===== src/rtl/fechadura_pkg.sv =====
// fechadura_pkg: shared definitions for the digit-code lock.
//   - FSM state encodings (legacy-compatible 2-bit constants)
//   - active-low seven-segment patterns, bit6=A .. bit0=G
//   - digit_to_seg(): decimal digit to segment pattern
package fechadura_pkg;

    typedef logic [1:0] state_t;

    localparam state_t ST_ENTRADA   = 2'd0;
    localparam state_t ST_ABERTO    = 2'd1;
    localparam state_t ST_PROGRAMA  = 2'd2;
    localparam state_t ST_BLOQUEADO = 2'd3;

    localparam logic [6:0] SEG_A     = 7'b0001000;
    localparam logic [6:0] SEG_F     = 7'b0111000;
    localparam logic [6:0] SEG_DASH  = 7'b1111110;
    localparam logic [6:0] SEG_BLANK = 7'b1111111;

    // Only the low nibble is looked at; callers handle values above 9.
    function automatic logic [6:0] digit_to_seg(input logic [3:0] d);
        logic [6:0] s;
        case (d)
            4'd0:    s = 7'b0000001;
            4'd1:    s = 7'b1001111;
            4'd2:    s = 7'b0010010;
            4'd3:    s = 7'b0000110;
            4'd4:    s = 7'b1001100;
            4'd5:    s = 7'b0100100;
            4'd6:    s = 7'b0100000;
            4'd7:    s = 7'b0001111;
            4'd8:    s = 7'b0000000;
            4'd9:    s = 7'b0000100;
            default: s = SEG_DASH;
        endcase
        return s;
    endfunction

endpackage


===== src/rtl/decod_7seg.sv =====
// decod_7seg: combinational digit decoder for an active-low 7-segment display.
//   digit [DIGIT_W-1:0] in  : value to show
//   seg   [6:0]         out : segments, bit6=A .. bit0=G; '-' for values above 9
module decod_7seg
    import fechadura_pkg::*;
#(
    parameter int DIGIT_W = 4
) (
    input  logic [DIGIT_W-1:0] digit,
    output logic [6:0]         seg
);

    // Any value beyond a decimal digit shows a dash, whatever its width.
    always_comb begin
        if (digit > DIGIT_W'(4'd9)) begin
            seg = SEG_DASH;
        end else begin
            seg = digit_to_seg(digit[3:0]);
        end
    end

endmodule


===== src/rtl/fechadura_codigo.sv =====
// fechadura_codigo: parametrised digit-code lock with error lockout and a
// user-programmable code.
//   clk       in  : system clock, rising edge
//   reset     in  : asynchronous, active-high; restores the factory code
//   insere    in  : digit strobe, a digit is taken on its rising edge
//   numero    in  : digit value, sampled with the strobe
//   prog      in  : with a strobe while open, enter code programming
//   aberto    out : lock open (registered)
//   erro      out : at least one wrong digit in this attempt (registered)
//   bloqueado out : lockout active (registered)
//   seg       out : active-low seven-segment display (registered)
module fechadura_codigo
    import fechadura_pkg::*;
#(
    parameter int DIGIT_W     = 4,
    parameter int CODE_LEN    = 6,
    parameter int MAX_ERR     = 2,
    parameter int LOCK_CYCLES = 1000,
    parameter logic [CODE_LEN*DIGIT_W-1:0] CODE = 24'h590281
) (
    input  logic               clk,
    input  logic               reset,
    input  logic               insere,
    input  logic [DIGIT_W-1:0] numero,
    input  logic               prog,
    output logic               aberto,
    output logic               erro,
    output logic               bloqueado,
    output logic [6:0]         seg
);

    localparam int CODE_W = CODE_LEN * DIGIT_W;
    localparam int BASE_W = $clog2(CODE_W);
    localparam int POS_W  = $clog2(CODE_LEN);
    localparam int ERR_W  = $clog2(MAX_ERR + 1);
    localparam int LOCK_W = (LOCK_CYCLES > 0) ? $clog2(LOCK_CYCLES + 1) : 1;

    localparam logic [POS_W-1:0]  POS_LAST  = POS_W'(CODE_LEN - 1);
    localparam logic [ERR_W-1:0]  ERR_LIMIT = ERR_W'(MAX_ERR);
    localparam logic [LOCK_W-1:0] LOCK_LAST = (LOCK_CYCLES > 0) ? LOCK_W'(LOCK_CYCLES - 1) : '0;

    state_t              state_q, state_d;
    logic [POS_W-1:0]    pos_q, pos_d;
    logic [ERR_W-1:0]    err_cnt_q, err_cnt_d;
    logic [LOCK_W-1:0]   lock_cnt_q, lock_cnt_d;
    logic [CODE_W-1:0]   code_reg_q, code_reg_d;
    logic [CODE_W-1:0]   shadow_q, shadow_d;
    logic                ins_q, ins_d;
    logic                aberto_q, aberto_d;
    logic                erro_q, erro_d;
    logic                bloqueado_q, bloqueado_d;
    logic [6:0]          seg_q, seg_d;

    logic                strobe_s;
    logic                digit_ok_s;
    logic [BASE_W-1:0]   base_s;
    logic [DIGIT_W-1:0]  code_digit_s;
    logic [CODE_W-1:0]   shadow_wr_s;
    logic [ERR_W-1:0]    err_inc_s;
    logic [6:0]          dec_seg_s;

    decod_7seg #(.DIGIT_W(DIGIT_W)) u_decod (
        .digit (numero),
        .seg   (dec_seg_s)
    );

    // Strobe edge detect and digit-slot addressing (first digit sits in the MS slice).
    always_comb begin
        strobe_s     = insere & ~ins_q;
        digit_ok_s   = (numero <= DIGIT_W'(4'd9));
        err_inc_s    = err_cnt_q + ERR_W'(1);
        base_s       = BASE_W'((CODE_LEN - 1 - int'(pos_q)) * DIGIT_W);
        code_digit_s = code_reg_q[base_s +: DIGIT_W];
        shadow_wr_s  = shadow_q;
        shadow_wr_s[base_s +: DIGIT_W] = numero;
    end

    // Lock state machine and its counters.
    always_comb begin
        state_d    = state_q;
        pos_d      = pos_q;
        err_cnt_d  = err_cnt_q;
        lock_cnt_d = lock_cnt_q;
        code_reg_d = code_reg_q;
        shadow_d   = shadow_q;
        ins_d      = insere;
        case (state_q)
            ST_ENTRADA: begin
                if (strobe_s) begin
                    if (numero == code_digit_s) begin
                        if (pos_q == POS_LAST) begin
                            state_d = ST_ABERTO;
                            pos_d   = '0;
                        end else begin
                            pos_d = pos_q + POS_W'(1);
                        end
                    end else begin
                        // A wrong digit keeps pos, so the same digit is retried.
                        err_cnt_d = err_inc_s;
                        if (err_inc_s == ERR_LIMIT) begin
                            state_d    = ST_BLOQUEADO;
                            lock_cnt_d = '0;
                        end else begin
                            state_d = ST_ENTRADA;
                        end
                    end
                end else begin
                    state_d = ST_ENTRADA;
                end
            end
            ST_ABERTO: begin
                if (strobe_s) begin
                    pos_d = '0;
                    if (prog) begin
                        state_d  = ST_PROGRAMA;
                        shadow_d = code_reg_q;
                    end else begin
                        state_d   = ST_ENTRADA;
                        err_cnt_d = '0;
                    end
                end else begin
                    state_d = ST_ABERTO;
                end
            end
            ST_PROGRAMA: begin
                if (strobe_s) begin
                    if (digit_ok_s) begin
                        shadow_d = shadow_wr_s;
                        if (pos_q == POS_LAST) begin
                            // Commit includes the digit being written this cycle.
                            code_reg_d = shadow_wr_s;
                            state_d    = ST_ENTRADA;
                            pos_d      = '0;
                            err_cnt_d  = '0;
                        end else begin
                            pos_d = pos_q + POS_W'(1);
                        end
                    end else begin
                        state_d = ST_ABERTO;
                        pos_d   = '0;
                    end
                end else begin
                    state_d = ST_PROGRAMA;
                end
            end
            ST_BLOQUEADO: begin
                // Strobes are ignored here, including one in the expiry cycle.
                if (LOCK_CYCLES > 0) begin
                    if (lock_cnt_q == LOCK_LAST) begin
                        state_d    = ST_ENTRADA;
                        pos_d      = '0;
                        err_cnt_d  = '0;
                        lock_cnt_d = '0;
                    end else begin
                        lock_cnt_d = lock_cnt_q + LOCK_W'(1);
                    end
                end else begin
                    state_d = ST_BLOQUEADO;
                end
            end
            default: begin
                state_d = ST_ENTRADA;
                pos_d   = '0;
            end
        endcase
    end

    // Output flags and display follow the next state so they line up with it.
    always_comb begin
        aberto_d    = (state_d == ST_ABERTO);
        erro_d      = (err_cnt_d != '0);
        bloqueado_d = (state_d == ST_BLOQUEADO);
        case (state_d)
            ST_ABERTO:    seg_d = SEG_A;
            ST_BLOQUEADO: seg_d = SEG_F;
            default:      seg_d = dec_seg_s;
        endcase
    end

    // State, counters, code storage and registered outputs.
    always_ff @(posedge clk or posedge reset) begin
        if (reset) begin
            state_q     <= ST_ENTRADA;
            pos_q       <= '0;
            err_cnt_q   <= '0;
            lock_cnt_q  <= '0;
            code_reg_q  <= CODE;
            shadow_q    <= CODE;
            ins_q       <= 1'b0;
            aberto_q    <= 1'b0;
            erro_q      <= 1'b0;
            bloqueado_q <= 1'b0;
            seg_q       <= SEG_BLANK;
        end else begin
            state_q     <= state_d;
            pos_q       <= pos_d;
            err_cnt_q   <= err_cnt_d;
            lock_cnt_q  <= lock_cnt_d;
            code_reg_q  <= code_reg_d;
            shadow_q    <= shadow_d;
            ins_q       <= ins_d;
            aberto_q    <= aberto_d;
            erro_q      <= erro_d;
            bloqueado_q <= bloqueado_d;
            seg_q       <= seg_d;
        end
    end

    assign aberto    = aberto_q;
    assign erro      = erro_q;
    assign bloqueado = bloqueado_q;
    assign seg       = seg_q;

endmodule


===== config.mk =====
export PLATFORM = sky130hd
export DESIGN_NAME = fechadura_codigo
export DESIGN_NICKNAME = d
export VERILOG_FILES = /design/src/rtl/fechadura_pkg.sv /design/src/rtl/decod_7seg.sv /design/src/rtl/fechadura_codigo.sv
export SDC_FILE = /design/constraint.sdc
export NUM_CORES = 1
export LEC_CHECK = 0
export BUFFER_PORTS_ARGS = -buffer_cell sky130_fd_sc_hd__buf_2
export CAP_MARGIN = 20
export CORE_MARGIN = 3
export CORE_UTILIZATION = 62
export DETAILED_ROUTE_END_ITERATION = 10
export HOLD_SLACK_MARGIN = 0.06
export PLACE_DENSITY = 0.92
export SETUP_SLACK_MARGIN = 0.1
export SLEW_MARGIN = 10
export SYNTH_ARGS = -nofsm -noshare
export SYNTH_HDL_FRONTEND = slang
export SYNTH_SLANG_ARGS = --single-unit

===== constraint.sdc =====
create_clock -name clk -period 3.6 [get_ports clk]
set_input_delay 0.18 -clock clk [delete_from_list [all_inputs] [get_ports clk]]
set_output_delay 0.18 -clock clk [all_outputs]
set_load 0.03 [all_outputs]

# Word-level counts from Yosys, hierarchy flattened
# Memory sizes are Yosys's and may differ from the RTL's.
# Index checks and enable logic that the tools add are counted.
# totals
ff_bits,76
romBits,112
inputBits,8
elab_cells,91
n_memories,1
# classes
addsub,5
n_lt_le_gt_ge,2
n_eq_ne,18
shifts,3
n_mux,41
bitwise,2
reduce_logical,8
# memory_table
name,depth,width,read_ports,rd_clocked_by_memory_dff,wr,line_no,source
(no name shown),16,7,1,0,0,fechadura_pkg.sv:22,case (d)
# op_table
operator,n
$mux W24,4
$pmux W24 S2,1
$mux W10,4
$mux W2,18
$bwmux W24,1
$shift A4 B7 Y24 const A,1
$shiftx A24 B6 Y4,1
$shiftx A4 B7 Y24,1
$mux W3,7
$pmux W10 S2,1
$ne A2 B2 Y1 const B,9
$pmux W2 S4,2
$pmux W7 S2,1
$pmux W3 S4,1
$add A10 B1 Y10 const B,1
$eq A10 B10 Y1 const B,1
$reduce_and A5 Y1,2
$eq A2 B2 Y1 const B,4
$reduce_and A4 Y1,2
$mux W7,1
$neg A5 Y7,1
$reduce_bool A2 Y1,3
$eq A2 B1 Y1 const B,2
$eq A4 B4 Y1,1
other kinds (9),9

# Longest topological paths before layout
# Gate-level depths: netlist of run 1.
# depth
ltp_word,8
mapped_depth,12

# Hierarchy
# From an unflattened synthesis of run 1, not the netlist that was laid out.
# hier_totals
hier_cells,477
hier_area_um2,4478.0
# modules_own_cells
module,n_inst,cells_each,area_each_um2,seq_area_each_um2
fechadura_codigo,1,444,4235.3,1928.1
decod_7seg,1,33,242.7,0.0

# Worst setup path before layout of run 1
# No wires, ideal clock.
# synth_timing
path_type,reg-to-reg
start,register pos_q[1]
end,register shadow_q[2]
setup_ps,137
arrival_time_ps,2531
setup_slack_ps,932
stages_incl_launch_ff,13
path_cell_list,dfrtp_1 buf_6 buf_8 inv_1 ha_1 inv_2 ha_1 clkbuf_1 or3_1 clkbuf_1 or2_2 o22ai_1 a21oi_1
# synth_via
elab_chain_len,7
word_cells_on_any_way,8
# synth_rtl
item,line_no,source
from (decl),fechadura_codigo.sv:43,"logic [POS_W-1:0] pos_q, pos_d;"
from (signal assigned),fechadura_codigo.sv:196,pos_q <= pos_d;
$sub A3 B3 Y3 (*),fechadura_codigo.sv:72,base_s = BASE_W'((CODE_LEN - 1 - int'(pos_q)) * DIGIT_W);
$neg A5 Y7 (*),fechadura_codigo.sv:75,shadow_wr_s[base_s +: DIGIT_W] = numero;
$shiftx A4 B7 Y24 / $shift A4 B7 Y24 (equally long branches),fechadura_codigo.sv:75,
$bwmux W24 (*),fechadura_codigo.sv:75,
$mux W24 (*),fechadura_codigo.sv:127,if (digit_ok_s) begin
$mux W24 (*),fechadura_codigo.sv:126,if (strobe_s) begin
$pmux W24 S2 (*),fechadura_codigo.sv:87,case (state_q)
to (signal assigned),fechadura_codigo.sv:200,shadow_q <= shadow_d;
to (decl),fechadura_codigo.sv:47,"logic [CODE_W-1:0] shadow_q, shadow_d;"
# Every way passes the cells marked *; elsewhere a longest branch is shown, timed or not. The select of a mux whose other input is x is not followed.
# A chain may end at the register's enable or synchronous reset.

# Final worst setup path of run 1
# layout_timing
start,register pos_q[1]
end,register pos_q[0]
# layout_via
elab_chain_len,5
word_cells_on_any_way,12
# layout_rtl
item,line_no,source
$sub A3 B3 Y3 / $eq A3 B3 Y1 (equally long branches),"fechadura_codigo.sv:72, fechadura_codigo.sv:91, fechadura_codigo.sv:129",
$shiftx A24 B6 Y4 / $mux W3 (equally long branches),"fechadura_codigo.sv:73, fechadura_codigo.sv:91, fechadura_codigo.sv:129",
$eq A4 B4 Y1 (tied with other cells),fechadura_codigo.sv:90,if (numero == code_digit_s) begin
$ne A2 B2 Y1 (no source line) (tied with other cells),--,
$reduce_and A5 Y1 (no source line) / $pmux W3 S4 (equally long branches),--,
# Parallel ways exist; a longest one is shown, timed or not. The select of a mux whose other input is x is not followed.

==> results_dict.tcl, run 1 <==
set metrics [dict create \
    ctsHtreeMaxLevel 3 \
    r2r_cells 8 \
    antenna_found_initial 0 \
    hold_path_depth 3 \
    synth_area_leaders "dfrtp_1 32%, dfstp_2 13%, a21oi_1 7.3%" \
    dr.pass1.iters 5 \
    synth_nets 506 \
    instances_no_fill 589 \
    critical_path_class "flip-flop to flip-flop" \
    tightestPinTransition_ps 738 \
    use_met1_pct 39.0 \
    ys_async_sr_fraction_pct 100 \
    clkPwrFrac_pct 16.6 \
    die_w_microns 89.5 \
    post-cts-setup-buffers 0 \
    tritoncts "done" \
    dieArea_sq_um 8010 \
    drv_cap 0 \
    synth_edf_count 0 \
    synthTopCellsByCount "63 x a21oi_1, 55 x dfrtp_1, 52 x nor2_1, 46 x nand2_1" \
    peakVddDrop_uv 406 \
    ctsResizeCount 0 \
    synth_area_sq_um 4320 \
    ys_seq_area_share_pct 44.6 \
    drc_errors 0 \
    synth_area_leader_cell "dfrtp_1" \
    cp-end-kind "flip-flop" \
    vias 3788 \
    critical_path_peak_fanout 18 \
    clockBufferDepth 2 \
    initial_core_util_pct 65.8 \
    clockRootBuffer "clkbuf_8" \
    cts_inserted_buffers 9 \
    first_global_vias 3545 \
    slew_headroom_pct 50.4 \
    cp_slowest_stage_delay_ps 520 \
    yosysUniqueCellTypes 49 \
    crit_buf_inv 1 \
    cp_slowest_cell "or2_0" \
    pre_cts_ws_ps 1060 \
    synth-seq-cells 76 \
    cts.reportedPaths.clkPinSlew_ps 80 \
    leakage_nw 2.02 \
    wire_per_inst_microns 17.8 \
    arrival_ps 2900 \
    synth_top_area_share_pct 31.8 \
    internal_power_mw 2.07 \
    ioPinCount 18 \
    drt.antenna.violating_nets 0 \
    rsz0062_at_grt "no" \
    synthCells 486 \
    fillCellCount 491 \
    wl_mm 10.5 \
    yosysMostFrequentCell "a21oi_1" \
    cp_num_cells 8 \
    report.final.slew_viol_count 0 \
    drive_gt1_share_pct 14.9 \
    fmax_mhz 381 \
    cp-start-kind "flip-flop" \
    rows 29 \
    required_ps 3870 \
    seq_power_share_pct 40.4 \
    synthFlopType "dfrtp_1" \
    viasPerCell 6.43 \
    yosysWarnings 0 \
    layout_setup_ws_ps 973 \
    syn_avg_cell_area_sq_um 8.89 \
    clk_latency_ps 360 \
    clock-sinks 76 \
    grt_remaining_overflow 0 \
    die_y_microns 89.5 \
    p_sw_mw 1.55 \
    period_needed_ps 2630 \
    grt_max_degree 48 \
    path_delay_family "compound AO/OA/AOI/OAI gates" \
    busiest_layer "met2" \
    crit_path_cell_trace "buf_4 > mux2i_1 > xnor2_1 > o22ai_1 > o22ai_1 > or2_0 > a211o_1 > mux2i_1" \
    hold_viol 0 \
    comb_power_share_pct 43.0 \
    fin_crit_sh_pct 73.0 \
    hp-class "primary input to flip-flop" \
    setup_viol 0 \
    grt_use_met2_pct 41.9 \
    powerDensity_nw_per_um2 779 \
    switching_share_pct 42.9 \
    grtUsageTotal_pct 27.9 \
    dp.cells 570 \
    met3_usage_pct 5.62 \
    gp_congestion 0.970 \
    synthToLayoutAreaGrowth_pct 7.53 \
    diodes 0 \
    final.setup.tns_ps 0 \
    dpl.hpwl_mm 6.91 \
    grt_pass1_wl_mm 17.1 \
    coreArea_sq_um 6570 \
    nNetsFinal 511 \
    drt_iter0_drc 437 \
    finalClockSkew_ps 14.3 \
    port_buffers 17 \
    status "finished, final reports clean" \
]
==> through the flow <==
stage          total power, mW  hold WS [ps]  utilization, %  cell area (sq um)
2_1_floorplan             2.65           211               -               4320
3_3_place_gp              2.90           338            67.4               4430
3_5_place_dp              2.98           346            67.4               4430
4_1_cts                   3.59          75.8            70.3               4620
5_1_grt                   3.86           323            70.8               4650
6_report                  3.62           312            70.8               4650
==> cell type report <==
| class | count | area, sq um | area share (%) |
|---|---|---|---|
| well taps | 93 | 116 | 2.50 |
| repair buffers | 28 | 185 | 3.98 |
| clock buffers | 11 | 141 | 3.04 |
| inverters | 11 | 41.3 | 0.889 |
| clock inverters | 5 | 37.5 | 0.808 |
| multi-input cells | 365 | 2200 | 47.3 |
| flip-flops and latches | 76 | 1930 | 41.5 |
==> logic make-up (layout without fill, tap and decap cells) <==
logic type                 Yosys count  count (layout)  synth area share, %
DFF                                 76              76                 44.6
and+or+nand+nor                    166             166                 18.1
muxes                               27              27                 6.37
xor gates and xnor gates            10              10                 2.03
buffers and inverters               45              55                 4.55
adders and majority gates           12              12                 3.47
AOI/OAI and AO/OA                  150             150                 20.9
==> worst min-delay path: cells and delay by family <==
family / cells / cell delay (ps)
AO/OA/AOI/OAI: 2 / 260
buffers and inverters: 1 / 220
==> sequential cells by signal, summed over array words and instances, names as in the netlist <==
signal and flops:
aberto 1, pos_q 3, err_cnt_q 2, bloqueado 1, shadow_q 24, code_reg_q 24
ins_q 1, state_q 2, seg 7, erro 1, lock_cnt_q 10
==> final timing paths <==
kind,from,to,slack (ps)
worst max register to register,pos_q[1]$_DFFE_PP0P_,pos_q[0]$_DFFE_PP0P_,970
worst min register to register,shadow_q[21]$_DFFE_PP0P_,shadow_q[21]$_DFFE_PP0P_,480
max in group asynchronous,reset,code_reg_q[20]$_DFFE_PP1P_,2660
worst max-delay path,pos_q[1]$_DFFE_PP0P_,pos_q[0]$_DFFE_PP0P_,970
min in group asynchronous,reset,lock_cnt_q[5]$_DFFE_PP0P_,320
worst min-delay path,numero[0],shadow_q[16]$_DFFE_PP1P_,310
==> power groups by stage <==
stage | clock network, mW | registers, mW | logic, mW
after floorplan | 0 | 1.47 | 1.18
after global placement | 0 | 1.45 | 1.46
after detailed placement | 0 | 1.47 | 1.51
after CTS | 0.604 | 1.45 | 1.53
after global routing | 0.646 | 1.50 | 1.72
final | 0.600 | 1.46 | 1.56
==> layer usage <==
layer,vias up,share of wire (%)
li1,1739,-
met1,1801,42
met2,214,46
met3,34,9.1
met4,0,2.5
met5,-,0
==> cells in the final DEF (no fill, tap or decap), types with 16 or more instances in the layout <==
cell type	netlist	layout
o21ai_0	27	27
nand2_1	46	46
and3_1	16	16
o22ai_1	20	20
dfrtp_1	55	55
a21oi_1	63	63
nor2_1	52	52
dfstp_2	21	21
mux2i_1	23	23
buf_2	1	17
==> what timing repair did <==
| action | CTS | global route |
|---|---|---|
| endpoints found under the setup margin | 0 | 0 |
| endpoints found under the hold margin | 1 | 10 |
| hold buffers | 1 | 1 |
No activity file was read; power rests on OpenSTA's default activity.
==> run 2, diff against run 1 <==
Settings changed: CORE_UTILIZATION 62 to 56, PLACE_DENSITY 0.92 to 0.88.
Clock period 3.6 ns to 2.2 ns, I/O delays scaled along.
==> run 2 against run 1 <==
  * Fmax grew 9.4%
  * The run now ends with setup timing left
  * Register-to-register slack lost 1200 ps
  * Sequential share of layout area shrank 6.2 points
  * Clock power grew 140%
  * Worst hold slack lost 80 ps
  * Power grew 120%
  * Sequential cell count is the same
  * Critical endpoint is now pos_q[1]$_DFFE_PP0P_
  * Clock skew grew 2.8 ps
  * Critical path depth is the same
  * Highest routed layer unchanged
  * First-iteration DRC count grew 22%
  * Count of clock-buffer cells in the layout grew 2
==> results_dict.tcl, run 2 (synthesis results as in run 1) <==
set metrics [dict create \
    hold_viol 0 \
    cp-end-kind "flip-flop" \
    setup_viol 22 \
    fillCellCount 427 \
    layout_setup_ws_ps -201 \
    dp.cells 605 \
    violations "setup timing" \
    drc_errors 0 \
    wl_mm 14.0 \
    drv_cap 0 \
    hold_end "err_cnt_q[1]$_DFF_PP0_" \
    dieArea_sq_um 8810 \
    required_ps 2450 \
    placed_cell_area_sq_um 4720 \
    fin_area_sq_um 5480 \
    wire_per_inst_microns 22.2 \
    report.final.slew_viol_count 0 \
    finalClockSkew_ps 17.1 \
    status "finished, violations left" \
    hold_path_depth 4 \
    wl_met3_mm 1.33 \
    wirelength_met1_mm 5.21 \
    drt_iter0_drc 533 \
    hp-class "primary input to flip-flop" \
    viasPerCell 6.86 \
    p_total_mw 7.85 \
    nNetsFinal 547 \
    leakage_nw 2.33 \
    critical_path_class "flip-flop to flip-flop" \
    port_buffers 17 \
    multiInputGateArea_sq_um 2580 \
    fin_crit_sh_pct 109 \
    clock-sinks 76 \
    ioPinCount 18 \
    first_global_vias 3844 \
    diodes 0 \
    drt.antenna.violating_nets 0 \
    rsz0062_at_grt "yes" \
    cts.reportedPaths.clkPinSlew_ps 90 \
    r2r_end "pos_q[1]$_DFFE_PP0P_" \
    coreArea_sq_um 7370 \
    instances_no_fill 631 \
    reg2reg_from "pos_q[1]$_DFFE_PP0P_" \
    dr.pass1.iters 5 \
    initial_core_util_pct 58.6 \
    gp_congestion 0.905 \
    drive_gt1_share_pct 33.5 \
    die_w_microns 93.8 \
    clockBufferDepth 2 \
    seq_area_sq_um 1930 \
    ctsHtreeMaxLevel 3 \
    die_y_microns 93.8 \
    r2r_slack_ps -200 \
    grt_pass1_wl_mm 19.2 \
    tightestPinTransition_ps 660 \
    peakVddDrop_uv 686 \
    grt_max_degree 47 \
    grtUsageTotal_pct 27.8 \
    slew_headroom_pct 55.9 \
    grt_remaining_overflow 0 \
    rows 31 \
    clockRootBuffer "clkbuf_8" \
    cts_inserted_buffers 9 \
    dpl.hpwl_mm 7.44 \
    period_needed_ps 2400 \
    synthToLayoutAreaGrowth_pct 26.8 \
    vias 4327 \
    antenna_found_initial 0 \
    highest_layer "met4" \
    cp-start-kind "flip-flop" \
    tritoncts "done" \
    critical_path_peak_fanout 5 \
    biggestRegsByFlops "code_reg_q (24), shadow_q (24), lock_cnt_q (10)" \
    wl_met2_mm 6.41 \
    powerDensity_nw_per_um2 1430 \
    mostFrequentLayoutCells "51 x a21oi_1, 51 x dfrtp_1, 47 x nor2_1" \
    fmax_mhz 417 \
    min-delay-start "prog" \
    clk_latency_ps 370 \
    r2r_cells 8 \
    arrival_ps 2650 \
]
## run 2: cell types whose count changed in the layout (fill, tap and decap cells not counted), sizes merged
| cell | before | now |
|---|---|---|
| clkbuf | 11 | 13 |
| bufinv | 0 | 3 |
| clkinv | 0 | 1 |
| buf | 26 | 62 |
| clkinvlp | 5 | 0 |
| inv | 11 | 10 |
## run 2: cell type report
cell class	instances	area share, %
multi-input cells	365	47.2
flip-flops and latches	76	35.3
repair buffers	64	9.39
clock buffers	13	3.27
well taps	99	2.26
clock inverters	3	1.64
inverters	11	0.982
## run 2: worst max path at each step
stage,start,end,slack (ps),depth (start not counted)
after detailed placement,pos_q[1]$_DFFE_PP0P_,pos_q[1]$_DFFE_PP0P_,-60,8
after global placement,pos_q[1]$_DFFE_PP0P_,seg[5]$_DFF_PP1_,2,8
after global routing,pos_q[1]$_DFFE_PP0P_,pos_q[1]$_DFFE_PP0P_,-210,8
after CTS,pos_q[1]$_DFFE_PP0P_,pos_q[1]$_DFFE_PP0P_,20,8
final,pos_q[1]$_DFFE_PP0P_,pos_q[1]$_DFFE_PP0P_,-200,8
after floorplan,pos_q[1]$_DFFE_PP0P_,shadow_q[1]$_DFFE_PP0P_,-150,12
## run 2: worst max-delay path, cell delays in order, from the launching register on
cell and delay [ps]:
dfrtp_2 420, buf_6 160, mux2i_2 300, xnor2_1 160, o22ai_2 240, o22ai_2 120
or2_4 290, a211o_4 370, mux2i_4 210
## run 2: stage by stage
stage               setup TNS (ps)  hold WS (ps)  utilization [%]  worst slack [ps]
floorplan                    -1830           141                -              -149
global placement                 0           244             64.1              2.10
detailed placement            -332           250             64.1             -57.1
CTS                              0           201             69.1              18.3
global route                 -3150           277             74.3              -208
finish                       -1900           231             74.3              -201
## run 2: routing by layer
metal / GRT usage [%] / up-vias
li1: - / 1813
met1: 37.3 / 2063
met2: 42.6 / 343
met3: 4.73 / 108
met4: 15.3 / 0
met5: 0 / -
## run 2: timing repair
item / 4_1_cts / 5_1_grt
resized for setup: 19 / 84
setup endpoints to repair: 42 / 61
buffers inserted: 1 / 7
pin swaps: 8 / 24
endpoints found under the hold margin: 25 / 0
hold buffers: 2 / 0
## run 2: report_power, final
| part | switching [mW] | total [mW] | internal, mW |
|---|---|---|---|
| logic | 2.26 | 3.97 | 1.70 |
| registers | 0.489 | 2.47 | 1.98 |
| clock network | 0.536 | 1.41 | 0.878 |
| total | 3.29 | 7.85 | 4.56 |
==> run 3, diff against run 2 <==
==> constraint.sdc (replaced) <==
create_clock -name clk -period 2.2 [get_ports clk]
set_input_delay 0.44 -clock clk [delete_from_list [all_inputs] [get_ports clk]]
set_output_delay 0.44 -clock clk [all_outputs]
set_load 0.03 [all_outputs]
==> run 3 against run 2 <==
  * The flow still finishes with violations (setup timing)
  * Core utilization rose by 3.2 points
  * Fmax rose by 1.2%
  * Sequential cell count did not move
  * Routed wire length rose by 4.9%
  * Register-to-register slack improved by 30 ps
  * Non-clock buffer count rose by 8
  * Die area did not move
  * Largest power group unchanged
==> results_dict.tcl, run 3 (synthesis results as in run 1) <==
set metrics [dict create \
    comb_power_share_pct 53.5 \
    gp_congestion 0.913 \
    initial_core_util_pct 58.6 \
    cts_inserted_buffers 9 \
    fmax_mhz 421 \
    critical_path_class "flip-flop to flip-flop" \
    port_buffers 17 \
    clock-sinks 76 \
    crit_top_cell "o22ai_2" \
    hp-class "primary input to asynchronous set/reset pin" \
    vias 4463 \
    die_w_microns 93.8 \
    instances_no_fill 639 \
    layout_setup_ws_ps -173 \
    coreArea_sq_um 7370 \
    wl_mm 14.7 \
    drv_cap 0 \
    first_global_vias 3943 \
    critical_path_peak_fanout 5 \
    clkPwrFrac_pct 15.2 \
    drc_errors 0 \
    dpl.hpwl_mm 7.96 \
    diodes 0 \
    ioPinCount 18 \
    cp_slowest_stage_delay_ps 470 \
    internal_power_mw 4.55 \
    clk_latency_ps 370 \
    cts-hold-fix-buffers 0 \
    dr.pass1.iters 6 \
    cp-start-kind "flip-flop" \
    fin_crit_sh_pct 108 \
    wire_per_inst_microns 23.0 \
    drive_gt1_share_pct 39.8 \
    grt_max_degree 29 \
    dp.cells 612 \
    finalClockSkew_ps 11.0 \
    hold_viol 0 \
    period_needed_ps 2370 \
    ctsHtreeMaxLevel 3 \
    slew_headroom_pct 57.6 \
    die_y_microns 93.8 \
    rows 31 \
    switching_share_pct 43.3 \
    required_ps 2500 \
    drt.antenna.violating_nets 0 \
    leakage_nw 2.41 \
    synthToLayoutAreaGrowth_pct 32.3 \
    fillCellCount 383 \
    clockRootBuffer "clkbuf_8" \
    drt_iter0_drc 630 \
    violations "setup timing" \
    setup_viol 36 \
    report.final.slew_viol_count 0 \
    p_sw_mw 3.47 \
    clockBufferDepth 2 \
    biggestRegsByFlops "code_reg_q (24), shadow_q (24), lock_cnt_q (10)" \
    peakVddDrop_uv 494 \
    grtUsageTotal_pct 28.3 \
    tritoncts "done" \
    path_delay_family "compound AO/OA/AOI/OAI gates" \
    powerDensity_nw_per_um2 1400 \
    grt_remaining_overflow 0 \
    viasPerCell 6.98 \
    cp-end-kind "flip-flop" \
    p_total_mw 8.02 \
    grt_pass1_wl_mm 19.5 \
    status "finished, violations left" \
    final_common_cell "dfrtp_1" \
    crit_path_cell_trace "buf_12 > mux2i_2 > xnor2_1 > o22ai_2 > o22ai_2 > or2_4 > buf_6 > o31ai_4 > and2_1" \
    arrival_ps 2680 \
    whs_ps 153 \
    mostFrequentLayoutCells "53 x dfrtp_1, 47 x a21oi_1, 45 x nor2_1" \
    tightestPinTransition_ps 634 \
    rsz0062_at_grt "yes" \
    nNetsFinal 555 \
    cts.reportedPaths.clkPinSlew_ps 80 \
    seq_power_share_pct 31.2 \
    antenna_found_initial 0 \
    crit_buf_inv 2 \
    cp_slowest_cell "dfrtp_2" \
    dieArea_sq_um 8810 \
]
[run 3: layer usage]
layer  track usage [%]  up-vias  wire length [microns]
met5                 0        -                      0
met4              11.9        0                    883
met3              4.89      103                   1550
met2              45.5      394                   6850
met1              37.7     2133                   5390
li1                  -     1833                      -
[run 3: power groups by stage]
| stage | Sequential [mW] | Clock, mW | Combinational [mW] |
|---|---|---|---|
| final | 2.51 | 1.22 | 4.30 |
| after CTS | 2.39 | 1.22 | 3.05 |
| after floorplan | 2.40 | 0 | 2.09 |
| after global placement | 2.36 | 0 | 2.79 |
| after detailed placement | 2.39 | 0 | 2.92 |
| after global routing | 2.54 | 1.28 | 4.50 |
[run 3: final timing paths]
| path | from | end | slack, ps | cells past startpoint |
|---|---|---|---|---|
| setup reg to reg | pos_q[1]$_DFFE_PP0P_ | aberto$_DFF_PP0_ | -170 | 9 |
| hold / removal | reset | shadow_q[14]$_DFFE_PP0P_ | 150 | 2 |
| min in group clk | insere | ins_q$_DFF_PP0_ | 220 | 1 |
| setup / recovery | pos_q[1]$_DFFE_PP0P_ | aberto$_DFF_PP0_ | -170 | 9 |
| hold reg to reg | shadow_q[9]$_DFFE_PP1P_ | shadow_q[9]$_DFFE_PP1P_ | 470 | 2 |
| max in group asynchronous | reset | seg[4]$_DFF_PP1_ | 1440 | 3 |
[run 3: cell type report]
cell class	instances	area, sq um	share of cell area [%]
multi-input combinational	365	2760	48.3
sequential	76	1930	33.8
timing repair buffer	72	617	10.8
clock buffer	12	155	2.71
tap	99	124	2.17
clock inverter	4	72.6	1.27
inverter	11	57.6	1.01
[run 3: repair_timing]
action / in CTS / in global routing
cloned: 0 / 2
setup endpoints to repair: 57 / 65
resized for setup: 14 / 118
pin swaps: 4 / 45
buffers inserted: 3 / 6
[run 3: stage by stage]
step                utilization (%)  setup WS [ps]  area [sq um]  setup TNS (ps)
finish                         77.6           -173          5720           -1990
global route                   77.6           -203          5720           -5080
CTS                            69.5          -46.2          5120            -140
detailed placement             65.4           -268          4820           -4320
global placement               65.4           -114          4820           -1250
floorplan                         -           -144          4430           -1350
